`src/rtl/dispatch_queue.sv`:
```
`default_nettype none
// ============================================================================
// Module : dispatch_queue
// Instruction buffer plus decode/operand-resolve stage feeding a registered
// issue slot; the held slot keeps snooping the CDBs while stalled.
// Rev    : 1.0  initial release
// ============================================================================
module dispatch_queue #(
  parameter int XLEN      = 32,
  parameter int ROB_IDX_W = 4,
  parameter int REG_IDX_W = 5,
  parameter int OPTYPE_W  = 4,
  parameter int OPENUM_W  = 6,
  parameter int NUM_CDB   = 2,
  parameter int IQ_DEPTH  = 4
) (
  input  logic                         clk_in,
  input  logic                         rst_in,
  input  logic                         rdy_in,
  input  logic                         flush_in,
  input  logic                         if_to_dc_valid,
  input  logic [31:0]                  if_to_dc_inst,
  input  logic [XLEN-1:0]              if_to_dc_PC,
  input  logic [OPTYPE_W-1:0]          if_to_dc_opType,
  input  logic [OPENUM_W-1:0]          if_to_dc_op,
  output logic                         dc_to_if_ready,
  output logic [REG_IDX_W-1:0]         dc_to_reg_rs1_pos,
  output logic [REG_IDX_W-1:0]         dc_to_reg_rs2_pos,
  input  logic [XLEN-1:0]              reg_to_dc_rs1_val,
  input  logic [XLEN-1:0]              reg_to_dc_rs2_val,
  input  logic [ROB_IDX_W-1:0]         reg_to_dc_rs1_depend,
  input  logic [ROB_IDX_W-1:0]         reg_to_dc_rs2_depend,
  input  logic                         rob_to_dc_rs1_ready,
  input  logic                         rob_to_dc_rs2_ready,
  input  logic [XLEN-1:0]              rob_to_dc_rs1_val,
  input  logic [XLEN-1:0]              rob_to_dc_rs2_val,
  input  logic [NUM_CDB-1:0]           cdb_valid,
  input  logic [NUM_CDB*ROB_IDX_W-1:0] cdb_rob_index,
  input  logic [NUM_CDB*XLEN-1:0]      cdb_val,
  input  logic                         rob_full,
  input  logic                         rs_ready,
  output logic                         issue_valid,
  output logic [OPENUM_W-1:0]          issue_op,
  output logic [REG_IDX_W-1:0]         issue_rd,
  output logic [XLEN-1:0]              issue_imm,
  output logic [XLEN-1:0]              issue_PC,
  output logic [XLEN-1:0]              issue_rs1_val,
  output logic [XLEN-1:0]              issue_rs2_val,
  output logic [ROB_IDX_W-1:0]         issue_rs1_depend,
  output logic [ROB_IDX_W-1:0]         issue_rs2_depend
);

  localparam int c_PTR_W = $clog2(IQ_DEPTH);
  localparam int c_CNT_W = c_PTR_W + 1;

  // Instruction class encoding shared with the fetch unit's `OP_* codes
  localparam logic [OPTYPE_W-1:0] c_OP_RC    = OPTYPE_W'(1);
  localparam logic [OPTYPE_W-1:0] c_OP_RI    = OPTYPE_W'(2);
  localparam logic [OPTYPE_W-1:0] c_OP_LD    = OPTYPE_W'(3);
  localparam logic [OPTYPE_W-1:0] c_OP_ST    = OPTYPE_W'(4);
  localparam logic [OPTYPE_W-1:0] c_OP_BR    = OPTYPE_W'(5);
  localparam logic [OPTYPE_W-1:0] c_OP_JAL   = OPTYPE_W'(6);
  localparam logic [OPTYPE_W-1:0] c_OP_JALR  = OPTYPE_W'(7);
  localparam logic [OPTYPE_W-1:0] c_OP_LUI   = OPTYPE_W'(8);
  localparam logic [OPTYPE_W-1:0] c_OP_AUIPC = OPTYPE_W'(9);

  // Opcode bits [6:0] are implied by opType and are not buffered
  logic [24:0]         r_inst_q [IQ_DEPTH];
  logic [XLEN-1:0]     r_pc_q   [IQ_DEPTH];
  logic [OPTYPE_W-1:0] r_type_q [IQ_DEPTH];
  logic [OPENUM_W-1:0] r_op_q   [IQ_DEPTH];
  logic [c_PTR_W-1:0]  r_head, r_tail;
  logic [c_CNT_W-1:0]  r_count;

  logic                w_enq, w_accept, w_load;
  logic [31:0]         w_inst, w_imm32;
  logic [OPTYPE_W-1:0] w_type;
  logic [XLEN-1:0]     w_imm;
  logic [REG_IDX_W-1:0] w_rd;
  logic                w_use_rs1, w_use_rs2;
  logic [XLEN:0]       w_cdb1, w_cdb2, w_snp1, w_snp2;
  logic [XLEN-1:0]     w_rs1_val, w_rs2_val;
  logic [ROB_IDX_W-1:0] w_rs1_dep, w_rs2_dep;

  // Returns {hit, value}; the lowest-index matching bus wins
  function automatic logic [XLEN:0] cdb_lookup(
    input logic [ROB_IDX_W-1:0]         tag,
    input logic [NUM_CDB-1:0]           vld,
    input logic [NUM_CDB*ROB_IDX_W-1:0] tags,
    input logic [NUM_CDB*XLEN-1:0]      vals
  );
    logic [XLEN:0] res;
    res = '0;
    for (int k = NUM_CDB - 1; k >= 0; k--) begin
      if (vld[k] && tags[k*ROB_IDX_W +: ROB_IDX_W] == tag)
        res = {1'b1, vals[k*XLEN +: XLEN]};
    end
    return res;
  endfunction

  function automatic logic [XLEN+ROB_IDX_W-1:0] resolve(
    input logic                 use_rs,
    input logic [REG_IDX_W-1:0] pos,
    input logic [XLEN-1:0]      reg_val,
    input logic [ROB_IDX_W-1:0] dep,
    input logic                 rob_rdy,
    input logic [XLEN-1:0]      rob_val,
    input logic [XLEN:0]        cdb_hit
  );
    if (!use_rs)                    return '0;
    if (pos == '0 || dep == '0)     return {reg_val, ROB_IDX_W'(0)};
    if (rob_rdy)                    return {rob_val, ROB_IDX_W'(0)};
    if (cdb_hit[XLEN])              return {cdb_hit[XLEN-1:0], ROB_IDX_W'(0)};
    return {XLEN'(0), dep};
  endfunction

  assign dc_to_if_ready = (r_count != c_CNT_W'(IQ_DEPTH));
  assign w_enq    = if_to_dc_valid & dc_to_if_ready;
  assign w_accept = issue_valid & rs_ready & ~rob_full;
  assign w_load   = (r_count != '0) & (~issue_valid | w_accept);

  assign w_inst = {r_inst_q[r_head], 7'b0};
  assign w_type = r_type_q[r_head];
  assign dc_to_reg_rs1_pos = w_inst[19:15];
  assign dc_to_reg_rs2_pos = w_inst[24:20];

  always_comb begin
    w_imm32   = '0;
    w_rd      = w_inst[11:7];
    w_use_rs1 = 1'b1;
    w_use_rs2 = 1'b1;
    case (w_type)
      c_OP_LUI, c_OP_AUIPC: begin
        w_imm32   = {w_inst[31:12], 12'b0};
        w_use_rs1 = 1'b0;
        w_use_rs2 = 1'b0;
      end
      c_OP_JAL: begin
        w_imm32   = {{12{w_inst[31]}}, w_inst[19:12], w_inst[20], w_inst[30:21], 1'b0};
        w_use_rs1 = 1'b0;
        w_use_rs2 = 1'b0;
      end
      c_OP_JALR, c_OP_RI, c_OP_LD: begin
        w_imm32   = {{20{w_inst[31]}}, w_inst[31:20]};
        w_use_rs2 = 1'b0;
      end
      c_OP_BR: begin
        w_imm32 = {{20{w_inst[31]}}, w_inst[7], w_inst[30:25], w_inst[11:8], 1'b0};
        w_rd    = '0;
      end
      c_OP_ST: begin
        w_imm32 = {{20{w_inst[31]}}, w_inst[31:25], w_inst[11:7]};
        w_rd    = '0;
      end
      default: w_imm32 = '0;
    endcase
  end

  assign w_imm  = {{(XLEN-31){w_imm32[31]}}, w_imm32[30:0]};
  assign w_cdb1 = cdb_lookup(reg_to_dc_rs1_depend, cdb_valid, cdb_rob_index, cdb_val);
  assign w_cdb2 = cdb_lookup(reg_to_dc_rs2_depend, cdb_valid, cdb_rob_index, cdb_val);
  assign w_snp1 = cdb_lookup(issue_rs1_depend, cdb_valid, cdb_rob_index, cdb_val);
  assign w_snp2 = cdb_lookup(issue_rs2_depend, cdb_valid, cdb_rob_index, cdb_val);
  assign {w_rs1_val, w_rs1_dep} = resolve(w_use_rs1, dc_to_reg_rs1_pos, reg_to_dc_rs1_val,
                                          reg_to_dc_rs1_depend, rob_to_dc_rs1_ready,
                                          rob_to_dc_rs1_val, w_cdb1);
  assign {w_rs2_val, w_rs2_dep} = resolve(w_use_rs2, dc_to_reg_rs2_pos, reg_to_dc_rs2_val,
                                          reg_to_dc_rs2_depend, rob_to_dc_rs2_ready,
                                          rob_to_dc_rs2_val, w_cdb2);

  always_ff @(posedge clk_in) begin
    if (rdy_in && !flush_in && w_enq) begin
      r_inst_q[r_tail] <= if_to_dc_inst[31:7];
      r_pc_q[r_tail]   <= if_to_dc_PC;
      r_type_q[r_tail] <= if_to_dc_opType;
      r_op_q[r_tail]   <= if_to_dc_op;
    end
  end

  always_ff @(posedge clk_in or negedge rst_in) begin
    if (!rst_in) begin
      r_head           <= '0;
      r_tail           <= '0;
      r_count          <= '0;
      issue_valid      <= 1'b0;
      issue_op         <= '0;
      issue_rd         <= '0;
      issue_imm        <= '0;
      issue_PC         <= '0;
      issue_rs1_val    <= '0;
      issue_rs2_val    <= '0;
      issue_rs1_depend <= '0;
      issue_rs2_depend <= '0;
    end else if (rdy_in) begin
      if (flush_in) begin
        r_head      <= '0;
        r_tail      <= '0;
        r_count     <= '0;
        issue_valid <= 1'b0;
      end else begin
        if (w_enq)  r_tail <= r_tail + c_PTR_W'(1);
        if (w_load) r_head <= r_head + c_PTR_W'(1);
        r_count <= r_count + c_CNT_W'(w_enq) - c_CNT_W'(w_load);
        if (w_load) begin
          issue_valid      <= 1'b1;
          issue_op         <= r_op_q[r_head];
          issue_rd         <= w_rd;
          issue_imm        <= w_imm;
          issue_PC         <= r_pc_q[r_head];
          issue_rs1_val    <= w_rs1_val;
          issue_rs2_val    <= w_rs2_val;
          issue_rs1_depend <= w_rs1_dep;
          issue_rs2_depend <= w_rs2_dep;
        end else if (w_accept) begin
          issue_valid <= 1'b0;
        end else if (issue_valid) begin
          // Stalled: wake pending operands in place from the result buses
          if (issue_rs1_depend != '0 && w_snp1[XLEN]) begin
            issue_rs1_val    <= w_snp1[XLEN-1:0];
            issue_rs1_depend <= '0;
          end
          if (issue_rs2_depend != '0 && w_snp2[XLEN]) begin
            issue_rs2_val    <= w_snp2[XLEN-1:0];
            issue_rs2_depend <= '0;
          end
        end
      end
    end
  end

endmodule
`default_nettype wire

```
`config.mk`:
```
export PLATFORM = sky130hd
export DESIGN_NAME = dispatch_queue
export DESIGN_NICKNAME = d
export VERILOG_FILES = /design/src/rtl/dispatch_queue.sv
export SDC_FILE = /design/constraint.sdc
export NUM_CORES = 1
export LEC_CHECK = 0
export ABC_AREA = 1
export BUFFER_PORTS_ARGS = -buffer_cell sky130_fd_sc_hd__buf_2
export CELL_PAD_IN_SITES_DETAIL_PLACEMENT = 0
export CELL_PAD_IN_SITES_GLOBAL_PLACEMENT = 1
export CORE_ASPECT_RATIO = 0.6
export CORE_UTILIZATION = 30
export CTS_BUF_LIST = sky130_fd_sc_hd__clkbuf_8
export DETAILED_ROUTE_END_ITERATION = 10
export PLACE_DENSITY_LB_ADDON = 0.1
export SYNTH_ARGS = -nofsm -noshare
export SYNTH_HDL_FRONTEND = slang
export SYNTH_SLANG_ARGS = --single-unit
```
`constraint.sdc`:
```
create_clock -name clk_in -period 4.5 [get_ports clk_in]
set_input_delay 0.9 -clock clk_in [delete_from_list [all_inputs] [get_ports clk_in]]
set_output_delay 0.9 -clock clk_in [all_outputs]
set_load 0.1 [all_outputs]
```
==> results of run 1 <==
-- registers in the layout (all words and copies together) (netlist names), 4 cells and up --
register	cells
issue_imm	32
issue_PC	32
issue_rs2_depend	4
r_type_q	16
r_pc_q	128
issue_rs2_val	32
issue_rd	5
r_inst_q	100
r_op_q	24
issue_op	6
issue_rs1_depend	4
issue_rs1_val	32
-- how the worst min path moves through the flow --
stage                      start            to  slack [ns]  cells after the start
floorplan             r_count[0]    r_count[0]        0.55                      2
global placement    issue_PC[26]  issue_PC[26]        0.46                      2
detailed placement  issue_PC[26]  issue_PC[26]        0.46                      2
CTS                       rst_in  issue_PC[30]        0.35                      1
global route              rst_in  issue_PC[30]        0.38                      1
finish                    rst_in  issue_PC[30]        0.38                      1
-- power breakdown --
part,leakage [nW],switching [mW],internal [mW],total [mW]
clock network,0.826,1.72,1.88,3.61
logic,7.70,9.01,2.01,11.0
registers,4.35,0.485,4.87,5.36
total,12.9,11.2,8.76,20.0
-- logic make-up (layout without fill, tap and decap cells) --
logic type | count (synthesis) | after routing | share of synthesized area, %
DFF | 423 | 423 | 54.4
adders and majority gates | 7 | 7 | 0.434
AOI/OAI and AO/OA | 409 | 409 | 10.4
other | 0 | 9 | 0
and+or+nand+nor | 1491 | 1491 | 26.9
buffers and inverters | 395 | 848 | 7.61
xor gates and xnor gates | 6 | 6 | 0.240
-- cell type report --
cell class | count | area, um2
multi-input cells | 1913 | 8420
flip-flops and latches | 423 | 11900
clock inverters | 54 | 379
diodes | 9 | 22.5
inverters | 228 | 865
well taps | 975 | 1220
fillers | 7652 | 45500
repair buffers | 489 | 2720
clock buffers | 77 | 1060
-- metal layers --
metal	global-route usage, %	wire length (um)
met1	33.2	40900
met2	31.8	35300
met4	6.04	1520
met5	0	58
met3	4.95	5740
-- placed cells by master (no fill, tap or decap), drive strengths merged --
cell | Yosys | final
a21oi | 142 | 142
a22oi | 5 | 5
a31oi | 1 | 1
a32o | 6 | 6
buf | 88 | 488
bufinv | 0 | 5
clkbuf | 79 | 78
clkinv | 1 | 18
clkinvlp | 0 | 2
dfrtp | 155 | 155
diode | 0 | 9
edfxtp | 268 | 268
fa | 1 | 1
ha | 6 | 6
inv | 227 | 257
nand2 | 720 | 720
nand3 | 53 | 53
nand3b | 2 | 2
nand4 | 67 | 67
nor2 | 644 | 644
nor3 | 1 | 1
nor4 | 2 | 2
o211ai | 1 | 1
o21ai | 196 | 196
o21bai | 2 | 2
o22ai | 49 | 49
o311ai | 1 | 1
o31ai | 6 | 6
or2 | 2 | 2
xnor2 | 1 | 1
xor2 | 5 | 5
-- through the flow --
step	cell area [um2]	power [mW]	util (%)
after global routing	26600	21.1	36.9
final	26600	20.0	36.9
after CTS	26600	20.2	36.9
after global placement	25200	16.4	34.9
after detailed placement	25200	16.5	34.9
after floorplan	21900	13.9	-
-- worst register-to-register path, cell delays in order (launching register included) --
cell,delay (ns)
dfrtp_4,0.62
inv_6,0.37
nand2_1,0.14
nand3_1,0.10
nand2_2,0.11
nand3_2,0.33
nand3_2,0.97
a21oi_1,0.50
nand2_1,0.09
a21oi_1,0.14
==> impl_metrics.py, run 1 <==
metrics = {
    "drt": {
        "postRouteAntennaNets": 0,
        "viasPerCell": 4.84,
        "drcViolationCount": 0,
        "drt_iter0_markers": 1521,
        "vias": 20200,
        "wl_per_cell_um": 20.0,
        "drt_first_pass_iters": 5,
        "wl_um": 83500,
    },
    "clocking": {
        "clkTransAtPathRegs_ns": 0.06,
        "clk_path_buf_depth": 3,
        "cts_num_sinks": 423,
        "cts_tree": "done",
        "postCtsHoldBufs": 0,
        "cts_setup_buffers": 0,
        "post_cts_resized": 0,
        "clkLatencyLatePin_ns": 0.67,
        "cts_buffers": 71,
        "h-tree-depth": 3,
        "cts_root_buf": "clkbuf_8",
    },
    "placed_design": {
        "place.gp.congestion": 0.836,
        "dpl.hpwl_um": 54400,
        "dp_slack_ns": 0.720,
        "dpl.cell_count": 4028,
        "io_buffers": 444,
    },
    "setup_path": {
        "crit_top_cell": "nand2_1",
        "crit_family": "buffers and inverters",
        "critical_path.max_stage_delay_ns": 0.62,
        "cp.depth": 6,
        "startpoint_type": "register",
        "end_kind": "primary output",
        "reg2reg_setup_slack_ns": 1.08,
        "criticalPathCategory": "reg2out",
        "crit_end": "dc_to_reg_rs2_pos[1]",
        "startpoint": "r_head[0]",
        "cpMaxStageDelayCell": "dfrtp_4",
        "arrival_ns": 2.64,
        "crit_fanout": 53,
        "crit_chain": "inv_6, nand2_1, nand3_1, nand2_1, inv_1, buf_2",
        "r2r_cells": 9,
        "rr_endpoint": "issue_rs2_val[10]",
        "cp.required_ns": 3.60,
        "r2r_start": "r_head[0]",
        "worstPathBufferInverterCount": 3,
    },
    "timing": {
        "fin_skew_ns": 0.0464,
        "fin_hold_ws_ns": 0.379,
        "slew_viol_final": 0,
        "worst_pin_slew_ns": 1.18,
        "relSlewSlack_pct": 21.5,
        "hold_violations": 0,
        "rsz0062_at_grt": "no",
        "setup_violations": 0,
        "finalCriticalPeriod_ns": 3.54,
        "max_freq_mhz": 283,
        "finalSetupTns_ns": 0,
        "fin_crit_sh_pct": 78.6,
        "setup_ws_ns": 0.964,
    },
    "power": {
        "p_per_area_nw_per_um2": 751,
        "leakagePower_nw": 12.9,
        "vdd_drop_max_mv": 0.576,
    },
    "cells_and_area": {
        "syn_to_final_growth_pct": 21.4,
        "instances_no_fill": 4168,
        "drive_gt1_share_pct": 20.3,
        "final_nets": 3426,
    },
    "floorplanning": {
        "start_util_pct": 30.4,
        "dieArea_um2": 74200,
        "die_w_um": 351,
        "core-area_um2": 72100,
        "die_h_um": 211,
        "num_rows": 76,
        "io_pins": 452,
    },
    "global_route": {
        "track_usage_pct": 22.2,
        "antenna_found_initial": 14,
        "grt_pass1_wl_um": 123000,
        "gr-total-overflow": 0,
        "grt_max_degree": 90,
        "grt_pass1_vias": 19600,
    },
    "synth": {
        "ys_seq_area_share_pct": 54.4,
        "synthTopCellsByArea": "edfxtp_1 37%, dfrtp_1 18%, nand2_1 12%",
        "postSynthAreaPerCell_um2": 8.03,
        "yosysMostFrequentCell": "nand2_1",
        "syn_area_um2": 21900,
        "synth_ff_type": "edfxtp_1",
        "ys_types": 44,
        "synth_top_area_cell": "edfxtp_1",
        "ys_warn_count": 0,
        "synth_cells": 2731,
        "synth_edf_count": 268,
        "synth_nets": 3031,
        "synth.ff_latch_count": 423,
        "yosysTopAreaCellShare_pct": 36.7,
        "synth_commonest_cells": "715 x nand2_1, 641 x nor2_1, 268 x edfxtp_1",
        "ys_async_sr_fraction_pct": 36.6,
    },
    "job": {
        "max_cap_viol_count": 0,
    },
    "run_status": {
        "status": "completed",
    },
    "worst_hold_path": {
        "min_path_type": "in2async",
    },
}
No activity file was read; power rests on OpenSTA's default activity.
==> run 2: changes to the inputs <==
==> constraint.sdc (replaced) <==
create_clock -name clk_in -period 3.7 [get_ports clk_in]
set_input_delay 0.74 -clock clk_in [delete_from_list [all_inputs] [get_ports clk_in]]
set_output_delay 0.74 -clock clk_in [all_outputs]
set_load 0.1 [all_outputs]
==> run 2 against run 1 <==
Combinational power grew 22%. Clock skew down 0.0078 ns. Critical endpoint is now dc_to_reg_rs2_pos[4]. Count of clock-buffer cells in the layout decreased by 1. Power grew 21%. Critical path depth up 1. Final cell count grew 0.53%. Core utilization increased by 0.14 points. Routed wire length shrank 1.3%. Register-to-register slack lost 0.39 ns. Die area did not move. Sequential power is 22% higher.
==> impl_metrics.py, run 2 (same netlist as run 1, synthesis figures left out) <==
metrics = {
    "drt": {
        "wl_um": 82400,
        "drcViolationCount": 0,
        "drt_iter0_markers": 1367,
        "vias": 20000,
        "viasPerCell": 4.78,
        "drt_first_pass_iters": 5,
        "postRouteAntennaNets": 0,
        "wl_per_cell_um": 19.7,
    },
    "placed_design": {
        "dp_slack_ns": 0.604,
        "place.gp.congestion": 0.826,
        "dpl.hpwl_um": 55200,
        "io_buffers": 444,
    },
    "cells_and_area": {
        "syn_to_final_growth_pct": 21.8,
        "layout_commonest_cell": "nand2_1",
        "largest_reg_flops": 128,
        "reg_top3": "r_pc_q: 128 flops, r_inst_q: 100 flops",
        "mostFrequentLayoutCells": "714 x nand2_1, 634 x nor2_1, 443 x buf_2",
        "multi_input_area_um2": 8420,
        "final_nets": 3447,
        "drive_gt1_share_pct": 20.8,
        "register_area_um2": 11900,
        "fillers": 7619,
        "largest_register": "r_pc_q",
    },
    "clocking": {
        "post_cts_resized": 0,
        "cts_num_sinks": 423,
        "cts_tree": "done",
        "clk_path_buf_depth": 3,
        "cts_setup_buffers": 0,
        "clkLatencyLatePin_ns": 0.68,
        "clkTransAtPathRegs_ns": 0.06,
        "postCtsHoldBufs": 0,
        "cts_root_buf": "clkbuf_8",
        "cts_buffers": 73,
        "h-tree-depth": 3,
    },
    "floorplanning": {
        "start_util_pct": 30.4,
        "die_h_um": 211,
        "core-area_um2": 72100,
        "dieArea_um2": 74200,
        "num_rows": 76,
        "io_pins": 452,
        "die_w_um": 351,
    },
    "global_route": {
        "gr-total-overflow": 0,
        "antenna_found_initial": 11,
        "grt_pass1_vias": 19400,
        "grt_pass1_wl_um": 122000,
        "track_usage_pct": 21.9,
        "grt_max_degree": 93,
    },
    "setup_path": {
        "crit_fanout": 29,
        "cpMaxStageDelayCell": "dfrtp_4",
        "end_kind": "primary output",
        "startpoint_type": "register",
        "crit_top_cell": "nand2_1",
        "cp.required_ns": 2.96,
        "arrival_ns": 2.72,
        "critical_path.max_stage_delay_ns": 0.63,
        "criticalPathCategory": "reg2out",
        "crit_chain": "inv_6, buf_4, nand2_1, nand3_1, nand2_1, inv_1, buf_2",
        "crit_family": "buffers and inverters",
        "worstPathBufferInverterCount": 4,
    },
    "timing": {
        "slew_viol_final": 0,
        "fin_crit_sh_pct": 93.5,
        "finalCriticalPeriod_ns": 3.46,
        "rsz0062_at_grt": "no",
        "setup_ws_ns": 0.241,
        "hold_violations": 0,
        "worst_pin_slew_ns": 1.03,
        "fin_skew_ns": 0.0386,
        "relSlewSlack_pct": 31.3,
        "finalSetupTns_ns": 0,
        "setup_violations": 0,
        "max_freq_mhz": 289,
    },
    "worst_hold_path": {
        "min_path_type": "in2async",
    },
    "power": {
        "vdd_drop_max_mv": 0.849,
        "leakagePower_nw": 13.0,
        "p_per_area_nw_per_um2": 907,
        "p_total_mw": 24.2,
    },
    "run_status": {
        "status": "completed",
    },
    "job": {
        "max_cap_viol_count": 0,
    },
}
## run 2: cell types whose count changed in the layout (fill, tap and decap cells not counted), moves of 2 or more
cell       previous run  this run
buf_4                33        53
bufinv_16             5         3
clkinv_1             12        15
clkbuf_8             78        76
clkinv_2              5        10
inv_12                0         3
## run 2: path summary, 6_finish.rpt
path / startpoint / endpoint / slack (ns) / cells after the start
setup / recovery: r_head[0] / dc_to_reg_rs2_pos[4] / 0.24 / 7
hold / removal: rst_in / issue_PC[31] / 0.05 / 1
setup reg to reg: r_head[0] / issue_rs1_val[13] / 0.69 / 12
hold reg to reg: issue_PC[31] / issue_PC[31] / 0.47 / 2
max in group asynchronous: rst_in / issue_op[4] / 2.68 / 2
min in group clk_in: if_to_dc_op[2] / r_op_q[1][2] / 0.28 / 1
## run 2: cell type report
| class | instances | area share (%) |
|---|---|---|
| Clock buffer | 76 | 3.91 |
| Clock inverter | 59 | 1.39 |
| Sequential cell | 423 | 44.7 |
| Antenna cell | 8 | 0.0749 |
| Inverter | 228 | 3.24 |
| Timing Repair Buffer | 508 | 10.7 |
| Multi-Input combinational cell | 1913 | 31.5 |
| Tap cell | 975 | 4.57 |
## run 2: power breakdown
part | total [mW] | switching [mW] | internal (mW) | leakage [nW]
Clock | 4.31 | 2.15 | 2.16 | 0.815
Combinational | 13.4 | 10.9 | 2.52 | 7.79
Sequential | 6.52 | 0.594 | 5.93 | 4.35
## run 2: worst register-to-register path, cell delays in order, from the launching register on
cell and delay (ns):
dfrtp_4 0.65, buf_4 0.31, nand2_1 0.07, nand2_1 0.06, nand2_1 0.04, nand2_1 0.25
nor2_4 0.12, nand2_2 0.09, nand3_2 0.56, buf_4 0.47, a21oi_1 0.15, nand2_1 0.07
a21oi_1 0.11
## run 2: per-layer routing
| layer | part of all wire, % | up-vias | track usage (%) |
|---|---|---|---|
| li1 | - | 9702 | - |
| met1 | 49 | 9659 | 32.8 |
| met2 | 43 | 582 | 32.1 |
| met3 | 6.0 | 96 | 4.11 |
| met4 | 1.7 | 4 | 5.66 |
| met5 | 0.030 | - | 0 |
## run 2: stage by stage
step	instances	utilization (%)	area, um2	hold slack, ns
6_report	4190	37.1	26700	0.0516
5_1_grt	4187	37.1	26700	0.0401
3_3_place_gp	4047	35.1	25300	0.456
2_1_floorplan	2731	-	21900	0.444
3_5_place_dp	4047	35.1	25300	0.461
4_1_cts	4182	37.0	26700	0.0481
